[src/rtl/mac_unit_wave_seq.sv]
// Self-sequencing bit-serial dot-product MAC: one latched activation vector, weight columns MSB-first.
// Optional build macro MAC_WAVE_SEQ_SAT_EN: saturate result to the signed RESULT_WIDTH range and raise ovf.
module mac_unit_wave_seq #(
  parameter int DATA_WIDTH   = 8,
  parameter int VEC_LENGTH   = 8,
  parameter int W_PREC       = 8,
  parameter int ACC_WIDTH    = DATA_WIDTH + 16,
  parameter int RESULT_WIDTH = 16,
  localparam int PREC_W      = $clog2(W_PREC + 1)
) (
  input  logic                               clk,
  input  logic                               reset_n,
  input  logic                               start,
  output logic                               start_ready,
  input  logic [DATA_WIDTH*VEC_LENGTH-1:0]   act_in,
  input  logic                               load_accum,
  input  logic [ACC_WIDTH-1:0]               accum_prev,
  input  logic [PREC_W-1:0]                  prec,
  input  logic                               col_valid,
  output logic                               col_ready,
  input  logic [VEC_LENGTH-1:0]              w_bit,
  input  logic [VEC_LENGTH-1:0]              sign,
  output logic                               out_valid,
  input  logic                               out_ready,
  output logic [RESULT_WIDTH-1:0]            result,
  output logic [ACC_WIDTH-1:0]               accum_out,
  output logic                               ovf
);

  localparam int SUM_W = DATA_WIDTH + 1 + $clog2(VEC_LENGTH);

  typedef enum logic [1:0] {IDLE, RUN, DRAIN, DONE} state_t;

  state_t                          state, state_next;
  logic [DATA_WIDTH*VEC_LENGTH-1:0] act_reg;
  logic [PREC_W-1:0]               col_cnt, prec_res;
  logic signed [ACC_WIDTH-1:0]     acc, psum_reg, psum_next;
  logic                            psum_vld;
  logic signed [DATA_WIDTH:0]      term [VEC_LENGTH];
  logic signed [SUM_W-1:0]         lane_sum;
  logic                            start_fire, beat;

  assign start_fire = start && start_ready;
  assign beat       = col_valid && col_ready;

  // Out-of-range precision (0 or above W_PREC) means full precision.
  assign prec_res = (prec == '0 || prec > PREC_W'(W_PREC)) ? PREC_W'(W_PREC - 1)
                                                         : prec - PREC_W'(1);

  // Lane terms are widened by one bit before negation so -(-2^(DATA_WIDTH-1)) is exact.
  always_comb begin
    lane_sum = '0;
    for (int i = 0; i < VEC_LENGTH; i++) begin
      term[i] = {act_reg[i*DATA_WIDTH+DATA_WIDTH-1], act_reg[i*DATA_WIDTH +: DATA_WIDTH]};
      if (sign[i]) term[i] = -term[i];
      if (!w_bit[i]) term[i] = '0;
      lane_sum = lane_sum + {{(SUM_W-DATA_WIDTH-1){term[i][DATA_WIDTH]}}, term[i]};
    end
    psum_next = {{(ACC_WIDTH-SUM_W){lane_sum[SUM_W-1]}}, lane_sum} <<< col_cnt;
  end

  // NOTE: every output gets a default before the case, so no path leaves a latch behind.
  always_comb begin
    state_next  = state;
    start_ready = 1'b0;
    col_ready   = 1'b0;
    out_valid   = 1'b0;
    case (state)
      IDLE: begin
        start_ready = 1'b1;
        if (start) state_next = RUN;
      end
      RUN: begin
        col_ready = 1'b1;
        if (col_valid && col_cnt == '0) state_next = DRAIN;
      end
      DRAIN: state_next = DONE;
      DONE: begin
        out_valid = 1'b1;
        if (out_ready) state_next = IDLE;
      end
      default: state_next = IDLE;
    endcase
  end

  // NOTE: state uses non-blocking assignments so every register samples pre-edge values.
  always_ff @(posedge clk or negedge reset_n) begin
    if (!reset_n) begin
      state    <= IDLE;
      // NOTE: the activation register is small and is cleared so nothing leaks across a reset.
      act_reg  <= '0;
      col_cnt  <= '0;
      acc      <= '0;
      psum_reg <= '0;
      psum_vld <= 1'b0;
    end else begin
      state <= state_next;
      if (start_fire) begin
        act_reg <= act_in;
        acc     <= load_accum ? $signed(accum_prev) : '0;
      end else if (psum_vld) begin
        acc <= acc + psum_reg;
      end
      if (start_fire) begin
        col_cnt <= prec_res;
      end else if (beat && col_cnt != '0) begin
        col_cnt <= col_cnt - PREC_W'(1);
      end
      if (beat) begin
        psum_reg <= psum_next;
        psum_vld <= 1'b1;
      end else begin
        psum_vld <= 1'b0;
      end
    end
  end

  assign accum_out = acc;

`ifdef MAC_WAVE_SEQ_SAT_EN
  localparam logic signed [ACC_WIDTH-1:0] R_MAX =
    {{(ACC_WIDTH-RESULT_WIDTH+1){1'b0}}, {(RESULT_WIDTH-1){1'b1}}};
  localparam logic signed [ACC_WIDTH-1:0] R_MIN =
    {{(ACC_WIDTH-RESULT_WIDTH+1){1'b1}}, {(RESULT_WIDTH-1){1'b0}}};
  logic sat_hi, sat_lo;
  assign sat_hi = acc > R_MAX;
  assign sat_lo = acc < R_MIN;
  assign result = sat_hi ? {1'b0, {(RESULT_WIDTH-1){1'b1}}} :
                  sat_lo ? {1'b1, {(RESULT_WIDTH-1){1'b0}}} :
                           acc[RESULT_WIDTH-1:0];
  assign ovf    = (state == DONE) && (sat_hi || sat_lo);
`else
  assign result = acc[ACC_WIDTH-1 -: RESULT_WIDTH];
  assign ovf    = 1'b0;
`endif

endmodule

[config.mk]
export PLATFORM = sky130hd
export DESIGN_NAME = mac_unit_wave_seq
export DESIGN_NICKNAME = d
export VERILOG_FILES = /design/src/rtl/mac_unit_wave_seq.sv
export SDC_FILE = /design/constraint.sdc
export NUM_CORES = 1
export LEC_CHECK = 0
export CORE_MARGIN = 4
export CORE_UTILIZATION = 44
export DETAILED_ROUTE_END_ITERATION = 10
export GPL_TIMING_DRIVEN = 0
export PLACE_DENSITY = 0.65
export SLEW_MARGIN = 20
export SYNTH_ARGS = -nofsm -noshare
export SYNTH_HDL_FRONTEND = slang
export SYNTH_SLANG_ARGS = --single-unit
[constraint.sdc]
create_clock -name clk -period 16.28 [get_ports clk]
set_clock_uncertainty 0.05 [all_clocks]
set_input_delay 3.256 -clock clk [delete_from_list [all_inputs] [get_ports clk]]
set_output_delay 3.256 -clock clk [all_outputs]
set_load 0.02 [all_outputs]
==> metrics.cfg <==
[floorplanning]
floorplan.initialDensity_pct=44.7
rows=55
core_mm2=0.0226
die_area_mm2=0.0254
io-pin-count=158
die_x_um=159
fp.dieH_um=159

[hold_path]
hold_class=flop to flop

[clock_network]
numCtsBuffers=17
cts_tree=built
postCtsSetupRepairBufs=0
htree_levels=4
hold_buffers=0
clkSinkCount=119
cts_root_buffer=clkbuf_16
clk_pin_slew_ps=60
clockBufferDepth=2
clk-insertion-delay-late_ps=420
cts_resized=0

[timing]
fmax_ghz=0.115
fin_setup_tns_ps=0
hold_violations=0
fin_ws_ps=7580
worst_pin_slew_ps=1050
finalCriticalPeriod_ps=8700
slew_headroom_pct=30.3
rsz0062_at_grt=no
fin_crit_sh_pct=53.5
setup-violations-final=0
drv_slew=0

[detailed_routing]
wl_mm=28.2
drtIter0Drc=564
ant_nets=0
avgViaCountPerCell=5.32
drt_drc_violations_left=0
wire_per_inst_um=16.9
via_count=8880
drt_first_pass_iters=5

[placement]
post-dp-hpwl_mm=22.6
dp_worst_setup_slack_ps=7180
place_congestion=0.905
io_buffers=148

[finish]
fin_nets=1594
syn_to_final_growth_pct=24.3
fillers=2127
antenna_cells=0
drive_gt1_share_pct=4.91
largest_register_ffs=64
finish.utilization_pct=55.5

[synth]
yosysSeqAreaShare_pct=29.5
ys_seq_elements=119
synth_edf_count=0
synth_area_leader_cell=dfrtp_1
synthFlopType=dfrtp_1
syn_area_per_cell_um2=8.37
syn_area_mm2=0.0101
ys_top_cells_by_area=dfrtp_1 (30%), fa_1 (12%), nand2_1 (9.7%), ha_1 (6.1%), xnor2_1 (5.6%)
synth_nets=1426
yosys_warnings=0
synth_cells=1205
async_flop_share_pct=100
synth_top_area_share_pct=29.5
synth.distinct_cells=70

[worst_setup_path]
end_kind=flop
critPathMaxFanout=9
path_delay_family=adder cells
worstSetupPathType=primary input to flop
max_stage_delay_ps=610
start_kind=primary input
crit_path_frequent_cell=fa_1
cp.required_ps=16570
worstPathArrival_ps=8990
slowest_stage=clkdlybuf4s50_1
path_buf_inv=4
path_cells=clkdlybuf4s50_1 -> and2_1 -> fa_1 -> fa_1 -> fa_1 -> inv_1 -> fa_1 -> inv_1 -> ha_1 -> fa_1 -> a21o_1 -> a21o_1 -> a21o_1 -> a21oi_1 -> xnor2_1 -> inv_1 -> mux4_2 -> a211o_1 -> a31oi_1

[grt]
grt_pass1_wl_mm=45.8
grt_pass1_vias=8784
antenna_found_initial=0
grt_max_degree=64
grt_util_all_layers_pct=22.3
grt-ovfl-total=0

[outcome]
status=complete, no violations

[flow_run]
maxCapViolCount=0

final cells by class:
cell class / instances / area, um2 / share of cell area [%]
plain buffers: 62 / 308 / 2.46
clock buffers: 17 / 425 / 3.39
clock inverters: 14 / 155 / 1.24
inverters: 94 / 353 / 2.81
multi-input cells: 930 / 6450 / 51.5
flip-flops and latches: 119 / 2980 / 23.8
well taps: 285 / 357 / 2.84
repair buffers: 149 / 1510 / 12.0
worst register-to-register path: stages (launching register included):
cell and delay [ps]:
dfrtp_1 410, inv_1 100, ha_1 160, nand2_1 60, or3_1 320, nor2_1 100
nor3b_1 50, o21ai_0 410, fa_1 550, inv_1 110, fa_1 430, fa_1 560
inv_1 70, fa_1 530, inv_1 60, ha_1 220, or2_2 320, a2111oi_0 440
o21bai_1 160, a21oi_2 240, xor2_2 130, mux4_2 560, a21oi_1 200, o21ai_1 80
final timing paths:
check	cells after the start	to	start	slack, ps
max in group asynchronous	2	psum_reg[12]	reset_n	12730
setup / recovery	19	psum_reg[10]	w_bit[6]	7580
hold reg to reg	1	psum_reg[8]	psum_reg[8]	460
min in group asynchronous	1	act_reg[54]	reset_n	2740
setup reg to reg	23	psum_reg[19]	act_reg[48]	9840
hold / removal	1	psum_reg[8]	psum_reg[8]	460
logic make-up (layout without fill, tap and decap cells):
group,after synthesis,in the layout,share of synthesized area (%)
other cells,1,1,0.0372
flops,119,119,29.5
simple gates,467,467,20.9
compound gates,251,251,15.5
xor+xnor,78,78,6.85
buf+inv,156,336,6.55
fa+ha+maj,107,107,17.6
mux,26,26,3.10
metal layers:
layer | global-route usage, % | vias to the layer above | part of all wire, %
li1 | - | 4355 | -
met4 | 6.11 | 0 | 2.2
met5 | 0 | - | 0
met1 | 30.6 | 4211 | 46
met2 | 36.9 | 274 | 47
met3 | 3.75 | 40 | 5.4
per-stage QoR:
step	cells	hold WS, ps	instance area (um2)
after floorplan	1205	404	10100
after global placement	1638	431	11900
after detailed placement	1639	445	12000
after CTS	1670	458	12500
after global routing	1670	474	12500
final	1670	460	12500
synthesized netlist by cell type, types with 21 or more instances:
library cell  count
nand2_1         261
a21oi_1          69
nor2_1           54
o21ai_0          71
ha_1             49
fa_1             58
o31ai_1          21
inv_1            91
and2_1           46
clkbuf_1         41
dfrtp_1         119
xnor2_1          65
layout by cell type, fill, tap and decap left out, types with 46 or more instances in the layout:
master           Yosys  routed
nand2_1            261     261
clkdlybuf4s50_1      0     147
dfrtp_1            119     119
inv_1               91      91
o21ai_0             71      71
a21oi_1             69      69
xnor2_1             65      65
fa_1                58      58
nor2_1              54      54
ha_1                49      49
and2_1              46      46
Power is not shown: default switching activity piles up to over one toggle a cycle in this logic, so the estimate is an artifact.
